### src/rtl/asap_er_scanner.sv
// Read-side ER scanner: walks ER_min..ER_max over a read port and builds a
// Fletcher-style {sumB,sumA} digest, valid only if exec held for the whole scan.
module asap_er_scanner #(
  parameter int TIMEOUT_CYC = 255
) (
  input  logic        i_clk,
  input  logic        i_reset,
  input  logic        i_start,
  input  logic [15:0] i_er_min,
  input  logic [15:0] i_er_max,
  input  logic        i_exec,
  output logic        o_rd_req,
  output logic [15:0] o_rd_addr,
  input  logic        i_rd_ack,
  input  logic [15:0] i_rd_data,
  output logic        o_busy,
  output logic        o_done,
  output logic        o_valid,
  output logic        o_err,
  output logic [31:0] o_digest
);

  localparam int TW = $clog2(TIMEOUT_CYC + 1);
  localparam logic [TW-1:0] TCNT_LAST = TW'(TIMEOUT_CYC - 1);

  typedef enum logic [1:0] {
    S_IDLE = 2'd0,
    S_SCAN = 2'd1,
    S_FIN  = 2'd2
  } state_t;

  state_t        r_state;
  state_t        w_state_nxt;
  logic [15:0]   r_er_max;
  logic [15:0]   r_addr;
  logic [15:0]   r_sum_a;
  logic [15:0]   r_sum_b;
  logic          r_exec_ok;
  logic [TW-1:0] r_tcnt;
  logic          r_rd_req;
  logic          r_busy;
  logic          r_valid;
  logic          r_err;
  logic [31:0]   r_digest;

  logic          w_bounds_bad;
  logic          w_last;
  logic          w_tmo;
  logic [16:0]   w_s;
  logic [16:0]   w_t;
  logic [15:0]   w_sum_a_nxt;
  logic [15:0]   w_sum_b_nxt;

  assign w_bounds_bad = (i_er_min > i_er_max) | i_er_min[0] | i_er_max[0];
  assign w_last       = (r_addr == r_er_max);
  assign w_tmo        = (r_tcnt == TCNT_LAST);

  // ones'-complement adds: fold the carry back into bit 0
  assign w_s         = {1'b0, r_sum_a} + {1'b0, i_rd_data};
  assign w_sum_a_nxt = w_s[15:0] + {15'd0, w_s[16]};
  assign w_t         = {1'b0, r_sum_b} + {1'b0, w_sum_a_nxt};
  assign w_sum_b_nxt = w_t[15:0] + {15'd0, w_t[16]};

  always_ff @(posedge i_clk) begin
    if (i_reset) r_state <= S_IDLE;
    else         r_state <= w_state_nxt;
  end

  always_comb begin
    w_state_nxt = r_state;
    case (r_state)
      S_IDLE: if (i_start) w_state_nxt = w_bounds_bad ? S_FIN : S_SCAN;
      S_SCAN: begin
        if (i_rd_ack) begin
          if (w_last) w_state_nxt = S_FIN;
        end else if (w_tmo) begin
          w_state_nxt = S_FIN;
        end
      end
      S_FIN:   w_state_nxt = S_IDLE;
      default: w_state_nxt = S_IDLE;
    endcase
  end

  always_comb begin
    o_done = (r_state == S_FIN);
  end

  always_ff @(posedge i_clk) begin
    if (i_reset) begin
      r_er_max  <= '0;
      r_addr    <= '0;
      r_sum_a   <= '0;
      r_sum_b   <= '0;
      r_exec_ok <= 1'b0;
      r_tcnt    <= '0;
      r_rd_req  <= 1'b0;
      r_busy    <= 1'b0;
      r_valid   <= 1'b0;
      r_err     <= 1'b0;
      r_digest  <= '0;
    end else begin
      case (r_state)
        S_IDLE: begin
          if (i_start) begin
            r_er_max <= i_er_max;
            r_valid  <= 1'b0;
            r_digest <= '0;
            if (w_bounds_bad) begin
              r_err <= 1'b1;
            end else begin
              r_err     <= 1'b0;
              r_addr    <= i_er_min;
              r_sum_a   <= '0;
              r_sum_b   <= '0;
              r_exec_ok <= i_exec;
              r_tcnt    <= '0;
              r_rd_req  <= 1'b1;
              r_busy    <= 1'b1;
            end
          end
        end
        S_SCAN: begin
          if (!i_exec) r_exec_ok <= 1'b0;
          if (i_rd_ack) begin
            r_sum_a <= w_sum_a_nxt;
            r_sum_b <= w_sum_b_nxt;
            if (w_last) begin
              r_rd_req <= 1'b0;
            end else begin
              r_addr <= r_addr + 16'd2;
              r_tcnt <= '0;
            end
          end else if (w_tmo) begin
            r_rd_req <= 1'b0;
            r_err    <= 1'b1;
          end else begin
            r_tcnt <= r_tcnt + 1'b1;
          end
        end
        S_FIN: begin
          r_busy   <= 1'b0;
          r_digest <= r_err ? 32'd0 : {r_sum_b, r_sum_a};
          r_valid  <= r_exec_ok & ~r_err;
        end
        default: ;
      endcase
    end
  end

  assign o_rd_req  = r_rd_req;
  assign o_rd_addr = r_addr;
  assign o_busy    = r_busy;
  assign o_valid   = r_valid;
  assign o_err     = r_err;
  assign o_digest  = r_digest;

endmodule

### config.mk
export PLATFORM = sky130hd
export DESIGN_NAME = asap_er_scanner
export DESIGN_NICKNAME = d
export VERILOG_FILES = /design/src/rtl/asap_er_scanner.sv
export SDC_FILE = /design/constraint.sdc
export NUM_CORES = 1
export LEC_CHECK = 0
export CORE_ASPECT_RATIO = 0.9
export CORE_MARGIN = 2
export CORE_UTILIZATION = 35
export CTS_BUF_LIST = sky130_fd_sc_hd__clkbuf_8
export CTS_CLUSTER_SIZE = 25
export DETAILED_ROUTE_END_ITERATION = 8
export SETUP_SLACK_MARGIN = 0.02
export SLEW_MARGIN = 20
export SYNTH_ARGS = -nofsm -noshare
export SYNTH_HDL_FRONTEND = slang
export SYNTH_SLANG_ARGS = --single-unit
export TNS_END_PERCENT = 100
### constraint.sdc
create_clock -name i_clk -period 12 [get_ports i_clk]
set_clock_uncertainty 0.15 [all_clocks]
set_input_delay 1.8 -clock i_clk [delete_from_list [all_inputs] [get_ports i_clk]]
set_output_delay 1.8 -clock i_clk [all_outputs]
set_load 0.02 [all_outputs]
==> results_dict.tcl, run 1 <==
set metrics [dict create \
    cellPowerDensity_mw_per_mm2 92.0 \
    worstSetupEndpointType "flop" \
    worstSetupPathType "primary input to flop" \
    period_minus_slack_ps 9350 \
    grt-ovfl-total 0 \
    layoutNonFillerInstCount 1189 \
    syn_inst 850 \
    io_pins 106 \
    fin_setup_tns_ps 0 \
    first_pass_iters 4 \
    rsz0062_at_grt "false" \
    leakagePower_nw 3.23 \
    drv_slew 0 \
    fillCellCount 1959 \
    h-tree-depth 3 \
    antenna_found_initial 0 \
    num_antenna_cells 0 \
    grt_max_degree 62 \
    cts_sinks 111 \
    drt_wl_total_mm 18.7 \
    met3_length_um 794 \
    cp.required_ps 12160 \
    worstMarginPinSlew_ps 934 \
    post-route-period-util 0.779 \
    drt-met1-wl_mm 9.55 \
    start_util 0.358 \
    wl_met2_mm 8.07 \
    die_h_um 137 \
    setup_viol 0 \
    portBuffers 105 \
    ys_async_sr_fraction 0 \
    first_global_vias 5887 \
    avgSynthCellArea_um2 8.12 \
    timing.fmax_mhz 107 \
    final_nets 1045 \
    ant_nets 0 \
    worstSetupStartpointType "primary input" \
    drive_gt1_frac 0.0469 \
    coreArea_mm2 0.0193 \
    ir_drop_mv 0.0459 \
    netlist_area_mm2 0.00690 \
    drv_cap 0 \
    cp_max_fo 9 \
    grt_usage 0.180 \
    gp_congestion 0.846 \
    crit_slowest_cell "o21ai_0" \
    ys_seq_area_frac 0.322 \
    clock-root-buffer "clkbuf_8" \
    holdCritPathClass "flop to flop" \
    cts_hold_buffers 0 \
    pwr-share-seq 0.502 \
    yosys-top-cells-area "dfxtp_1 32%, ha_1 10%, xnor2_1 7.6%, a22oi_1 6.4%, nor2_1 6.2%" \
    power_frac_comb 0.199 \
    routed.top_layer "met4" \
    ys_types 61 \
    synth_edf_count 0 \
    synthFlopType "dfxtp_1" \
    drt_iter0_markers 292 \
    drc 0 \
    dp_slack_ps 2240 \
    yosysWarnings 0 \
    status "finished clean" \
    p_clk_frac 0.299 \
    p_int_mw 0.530 \
    grt_first_pass_wirelength_mm 30.3 \
    synthesis.nets 961 \
    tritoncts "yes" \
    postCtsSetupRepairBufs 0 \
    clk_latency_ps 400 \
    setup_ws_ps 2650 \
    post_cts_resized 0 \
    row_count 48 \
    timing.slew.headroom 0.377 \
    clk_path_buf_depth 2 \
    wl_per_cell_um 15.7 \
    yosys_register_bits 111 \
    synth_top_cell_by_area "dfxtp_1" \
    sw_frac_of_total 0.313 \
    critPathMaxStageDelay_ps 490 \
    synthToLayoutAreaGrowth_pct 21.5 \
    arrival_ps 9510 \
    numCtsBuffers 9 \
    die_area_mm2 0.0209 \
    dp_hpwl_mm 14.0 \
    p_switching_mw 0.241 \
    netlist.area_leader.share 0.322 \
    clk_pin_slew_ps 120 \
    dp_cells 1173 \
    die_x_um 152 \
    avgViaCountPerCell 5.27 \
    hold_violations 0 \
    num_vias 6268 \
]
## metrics by stage
stage / util / cell area [um^2] / power [mW] / hold slack [ps]
5_1_grt: 0.435 / 8380 / 0.814 / 346
3_3_place_gp: 0.425 / 8180 / 0.548 / 297
4_1_cts: 0.435 / 8380 / 0.782 / 320
3_5_place_dp: 0.425 / 8180 / 0.549 / 302
2_1_floorplan: - / 6900 / 0.493 / 299
6_report: 0.435 / 8380 / 0.771 / 323
## critical path: cells and delay by family
| family | cells | cell delay [ps] |
|---|---|---|
| compound gates | 13 | 3130 |
| xor+xnor | 2 | 230 |
| fa+ha+maj | 5 | 1350 |
| buf+inv | 2 | 530 |
| simple gates | 14 | 2480 |
## cells by family (layout without fill, tap and decap cells)
family          Yosys count  after routing  share of synthesized area
mux                       1              1                    0.00145
xor+xnor                 73             73                     0.0927
fa+ha+maj                58             58                      0.107
buf+inv                  72            161                     0.0392
simple gates            305            305                      0.210
compound gates          230            230                      0.227
flops                   111            111                      0.322
## state kept, by name, summed over array words and instances (netlist names)
register and flops:
r_sum_a 16, o_err 1, r_state 2, o_rd_addr 16, o_busy 1, r_tcnt 8
o_digest 32, r_sum_b 16, r_exec_ok 1, o_rd_req 1, o_valid 1, r_er_max 16
## synthesized netlist by cell type, drive strengths merged (5+ instances only)
cell / number
a211oi: 10
a21o: 13
a21oi: 63
a22o: 17
a22oi: 59
and2: 7
and3: 13
clkbuf: 37
dfxtp: 111
ha: 56
inv: 32
nand2: 75
nand3: 17
nand4: 16
nor2: 114
nor2b: 15
nor3: 19
nor4: 6
o21ai: 31
or2: 5
xnor2: 60
xor2: 13
## layer usage
layer	vias up	global-route usage
li1	3213	-
met1	2899	0.248
met2	142	0.287
met3	14	0.0381
met4	0	0.0472
met5	-	0
## layout by cell type, fill, tap and decap left out, types with 3 or more instances in the layout
master / instances
a211oi_1: 9
a21o_1: 13
a21oi_1: 61
a22o_1: 17
a22oi_1: 59
a31oi_1: 3
and2_1: 7
and3_1: 13
buf_4: 9
clkbuf_8: 10
clkdlybuf4s50_1: 104
dfxtp_1: 111
ha_1: 56
inv_1: 32
nand2_1: 74
nand2b_1: 3
nand3_1: 17
nand4_1: 16
nor2_1: 113
nor2b_1: 15
nor3_1: 19
nor4_1: 6
o21a_1: 3
o21ai_0: 31
o21bai_1: 3
o31a_1: 3
o31ai_1: 4
or2_2: 4
xnor2_1: 60
xor2_1: 13
## worst paths after layout
kind / from / to / slack, ps / cells after the start
setup / recovery: i_rd_data[0] / r_sum_b[15] / 2650 / 36
hold / removal: o_busy / o_busy / 320 / 2
setup reg to reg: r_sum_a[0] / r_sum_b[15] / 4050 / 35
hold reg to reg: o_busy / o_busy / 320 / 2
## power by group through the flow
stage | logic, mW | clock network [mW] | registers [mW]
floorplan | 0.0969 | 0 | 0.396
CTS | 0.154 | 0.241 | 0.387
detailed placement | 0.153 | 0 | 0.396
global route | 0.170 | 0.254 | 0.389
finish | 0.153 | 0.231 | 0.387
global placement | 0.153 | 0 | 0.396
## cell type report
| cell class | instances | area (um^2) | share of cell area |
|---|---|---|---|
| clock buffer | 10 | 138 | 0.0164 |
| tap | 250 | 313 | 0.0373 |
| sequential | 111 | 2220 | 0.265 |
| clock inverter | 6 | 60.1 | 0.00717 |
| multi-input combinational | 667 | 4420 | 0.527 |
| inverter | 32 | 120 | 0.0143 |
| timing repair buffer | 113 | 1110 | 0.132 |
Power figures use the tool's default switching activity.
==> inputs of run 2 (changes only) <==
==> constraint.sdc (replaced) <==
create_clock -name i_clk -period 9 [get_ports i_clk]
set_clock_uncertainty 0.15 [all_clocks]
set_input_delay 1.35 -clock i_clk [delete_from_list [all_inputs] [get_ports i_clk]]
set_output_delay 1.35 -clock i_clk [all_outputs]
set_load 0.02 [all_outputs]
==> results_dict.tcl, run 2 (synthesized netlist as in run 1, its figures left out) <==
set metrics [dict create \
    grt_use_met3 0.0359 \
    rsz0062_at_grt "false" \
    fin_util 0.435 \
    drive_gt1_frac 0.0489 \
    die_x_um 152 \
    drc 0 \
    grtUsageMet2 0.282 \
    timing.slew.headroom 0.395 \
    busiest_layer "met2" \
    largest_register_ffs 32 \
    leakagePower_nw 3.24 \
    clock-root-buffer "clkbuf_8" \
    worstSetupPathType "primary input to flop" \
    post-route-period-util 0.931 \
    drv_cap 0 \
    drt_iter0_markers 311 \
    drv_slew 0 \
    setup_ws_ps 622 \
    status "finished clean" \
    ir_drop_mv 0.0627 \
    cp_max_fo 9 \
    hold_slack_ps 310 \
    wl_per_cell_um 15.4 \
    first_global_vias 5725 \
    drt_wl_total_mm 18.4 \
    final_cell_mix "112 x nor2_1, 111 x dfxtp_1, 104 x clkdlybuf4s50_1, 74 x nand2_1, 61 x a21oi_1" \
    dp_hpwl_mm 13.9 \
    postCtsSetupRepairBufs 0 \
    worstSetupEndpointType "flop" \
    row_count 48 \
    coreArea_mm2 0.0193 \
    grt-ovfl-total 0 \
    ant_nets 0 \
    antenna_found_initial 0 \
    cp.required_ps 9150 \
    period_minus_slack_ps 8380 \
    clk_pin_slew_ps 110 \
    final_nets 1046 \
    critPathMaxStageDelay_ps 460 \
    num_antenna_cells 0 \
    reg2reg_setup_slack_ps 1620 \
    die_h_um 137 \
    gp_congestion 0.825 \
    hold_violations 0 \
    tritoncts "yes" \
    layout_commonest_cell "nor2_1" \
    worstMarginPinSlew_ps 907 \
    worstSetupStartpointType "primary input" \
    grt_first_pass_wirelength_mm 29.7 \
    start_util 0.358 \
    gr-usage-met1 0.246 \
    die_area_mm2 0.0209 \
    numCtsBuffers 9 \
    io_pins 106 \
    cellPowerDensity_mw_per_mm2 122 \
    holdCritPathClass "flop to flop" \
    dp_slack_ps -6.90 \
    synthToLayoutAreaGrowth_pct 21.6 \
    num_vias 6198 \
    clk_latency_ps 400 \
    h-tree-depth 3 \
    cts_sinks 111 \
    clk_path_buf_depth 2 \
    avgViaCountPerCell 5.21 \
    timing.fmax_mhz 119 \
    first_pass_iters 4 \
    setup_viol 0 \
    arrival_ps 8530 \
    grt_max_degree 55 \
    portBuffers 105 \
    total_power_mw 1.02 \
    crit_slowest_cell "clkdlybuf4s50_1" \
    grt_usage 0.176 \
]
run 2: critical path, delay by kind of cell:
kind            cells  cell delay, ps
buf+inv             2             530
xor+xnor            2             230
simple gates       14            2380
compound gates     13            2660
fa+ha+maj           5            1370
run 2: area by class of cell:
type / count / area (um^2)
Sequential cell: 111 / 2220
Timing Repair Buffer: 114 / 1120
Clock inverter: 7 / 65.1
Tap cell: 250 / 313
Multi-Input combinational cell: 667 / 4430
Inverter: 32 / 120
Clock buffer: 9 / 124
Fill cell: 1891 / 10900
run 2: final timing paths:
check / startpoint / to / depth (start not counted)
worst max-delay path: i_rd_data[0] / r_sum_b[15] / 36
worst min-delay path: o_busy / o_busy / 2
worst max register to register: r_sum_a[0] / r_sum_b[15] / 35
worst min register to register: o_busy / o_busy / 2
run 2: routing by layer:
| metal | vias to the layer above | wire length [um] | part of all wire |
|---|---|---|---|
| met5 | - | 0 | 0 |
| met4 | 0 | 131 | 0.0071 |
| met3 | 8 | 897 | 0.049 |
| met2 | 141 | 8170 | 0.44 |
| met1 | 2836 | 9170 | 0.50 |
| li1 | 3213 | - | - |
run 2: stage by stage:
| stage | instance area [um^2] | TNS [ps] | instances |
|---|---|---|---|
| 2_1_floorplan | 6900 | 0 | 850 |
| 3_3_place_gp | 8190 | 0 | 1174 |
| 3_5_place_dp | 8190 | -6.90 | 1174 |
| 4_1_cts | 8380 | 0 | 1190 |
| 5_1_grt | 8390 | 0 | 1190 |
| 6_report | 8390 | 0 | 1190 |
run 2: timing repair:
action / in CTS / in global routing
resized for setup: 0 / 3
hold buffers: 0 / 0
endpoints found under the setup margin: 0 / 6
run 2: power breakdown:
group	total, mW	switching, mW	internal (mW)
clock network	0.300	0.193	0.107
registers	0.516	0.0132	0.503
logic	0.204	0.115	0.0892
total	1.02	0.321	0.699
==> inputs of run 3 (changes only) <==
--- a/config.mk
+++ b/config.mk
@@ -8,7 +8,7 @@
 export CORE_ASPECT_RATIO = 0.9
 export CORE_MARGIN = 2
 export CORE_UTILIZATION = 35
-export CTS_BUF_LIST = sky130_fd_sc_hd__clkbuf_8
+export CTS_BUF_LIST = sky130_fd_sc_hd__clkbuf_16
 export CTS_CLUSTER_SIZE = 25
 export DETAILED_ROUTE_END_ITERATION = 8
 export SETUP_SLACK_MARGIN = 0.02
==> results_dict.tcl, run 3 (synthesized netlist as in run 1, its figures left out) <==
set metrics [dict create \
    cts_sinks 111 \
    dp_slack_ps -6.90 \
    cellPowerDensity_mw_per_mm2 132 \
    drc 0 \
    worstSetupPathType "primary input to flop" \
    numCtsBuffers 9 \
    largest_register_ffs 32 \
    critPathMaxStageDelay_ps 460 \
    drv_cap 0 \
    start_util 0.358 \
    rsz0062_at_grt "false" \
    num_vias 6207 \
    die_h_um 137 \
    clk_latency_ps 370 \
    timing.slew.headroom 0.390 \
    grt-ovfl-total 0 \
    drv_slew 0 \
    reg2reg_setup_slack_ps 1710 \
    status "finished clean" \
    min_path_cells 2 \
    die_area_mm2 0.0209 \
    h-tree-depth 3 \
    worstSetupStartpointType "primary input" \
    leakagePower_nw 3.28 \
    postCtsSetupRepairBufs 0 \
    post-route-period-util 0.926 \
    layout_commonest_cell "nor2_1" \
    row_count 48 \
    setup_viol 0 \
    setup_ws_ps 669 \
    synthToLayoutAreaGrowth_pct 23.2 \
    grt_usage 0.176 \
    holdCritPathClass "flop to flop" \
    drive_gt1_frac 0.0511 \
    antenna_found_initial 0 \
    ant_nets 0 \
    final_nets 1046 \
    timing.fmax_mhz 120 \
    cp_max_fo 9 \
    post_cts_resized 0 \
    dp_hpwl_mm 13.9 \
    wl_per_cell_um 15.5 \
    period_minus_slack_ps 8330 \
    r2r-end "r_sum_b[15]" \
    min_to "o_busy" \
    first_pass_iters 5 \
    r2r-start "r_sum_a[0]" \
    tritoncts "yes" \
    arrival_ps 8440 \
    worstMarginPinSlew_ps 915 \
    crit_slowest_cell "clkdlybuf4s50_1" \
    avgViaCountPerCell 5.22 \
    first_global_vias 5740 \
    drt_iter0_markers 313 \
    grt_max_degree 55 \
    grt_first_pass_wirelength_mm 29.7 \
    io_pins 106 \
    hold_violations 0 \
    cpLargestDelayFamily "compound AO/OA/AOI/OAI gates" \
    cts_hold_buffers 0 \
    cp.required_ps 9110 \
    portBuffers 105 \
    ir_drop_mv 0.0858 \
    worstSetupEndpointType "flop" \
    cp.depth 36 \
    clk_pin_slew_ps 80 \
    final_cell_mix "112 x nor2_1, 111 x dfxtp_1, 104 x clkdlybuf4s50_1, 74 x nand2_1, 61 x a21oi_1" \
    coreArea_mm2 0.0193 \
    num_antenna_cells 0 \
    clock-root-buffer "clkbuf_16" \
    ff2ff_path_depth 35 \
    clk_path_buf_depth 2 \
    drt_wl_total_mm 18.5 \
    path_buf_inv 2 \
    gp_congestion 0.825 \
    hold_start "o_busy" \
    fin_util 0.441 \
    die_x_um 152 \
]
run 3: worst max-delay path by stage:
stage	start	endpoint	slack [ps]
5_1_grt	i_rd_data[0]	r_sum_b[15]	130
4_1_cts	i_rd_data[0]	r_sum_b[15]	370
2_1_floorplan	i_rd_data[0]	r_sum_b[15]	910
6_report	i_rd_data[0]	r_sum_b[15]	670
3_5_place_dp	i_rd_data[0]	r_sum_b[15]	-7
3_3_place_gp	i_rd_data[0]	r_sum_b[15]	180
run 3: report_power, final:
group	leakage, nW	switching, mW	internal (mW)
Clock	0.143	0.205	0.195
Combinational	2.24	0.115	0.0893
Sequential	0.898	0.0133	0.503
Total	3.28	0.334	0.787
run 3: layout make-up:
cell class | instances | area [um^2]
multi-input cells | 667 | 4440
repair buffers | 114 | 1120
flip-flops and latches | 111 | 2220
fillers | 1875 | 10800
clock inverters | 7 | 65.1
clock buffers | 9 | 225
inverters | 32 | 120
well taps | 250 | 313
run 3: per-layer routing:
layer	GRT usage	up-vias	routed length [um]
met5	0	-	0
met4	0.0353	0	127
met1	0.246	2844	9300
li1	-	3217	-
met3	0.0359	6	861
met2	0.283	140	8190
run 3: worst reg2reg max path: cells and delay by family, from the launching register on:
kind / cells / cell delay (ps)
adders and majority gates: 5 / 1360
AOI/OAI and AO/OA: 13 / 2570
and+or+nand+nor: 14 / 2390
buffers and inverters: 1 / 70
xor gates and xnor gates: 2 / 290
DFF: 1 / 390
run 3: stage by stage:
stage / area (um^2) / hold slack (ps) / power [mW] / std cells / TNS, ps
2_1_floorplan: 6900 / 299 / 0.657 / 850 / 0
3_3_place_gp: 8190 / 297 / 0.731 / 1174 / 0
3_5_place_dp: 8190 / 296 / 0.731 / 1174 / -6.90
4_1_cts: 8480 / 308 / 1.13 / 1190 / 0
5_1_grt: 8500 / 323 / 1.17 / 1190 / 0
6_report: 8500 / 305 / 1.12 / 1190 / 0
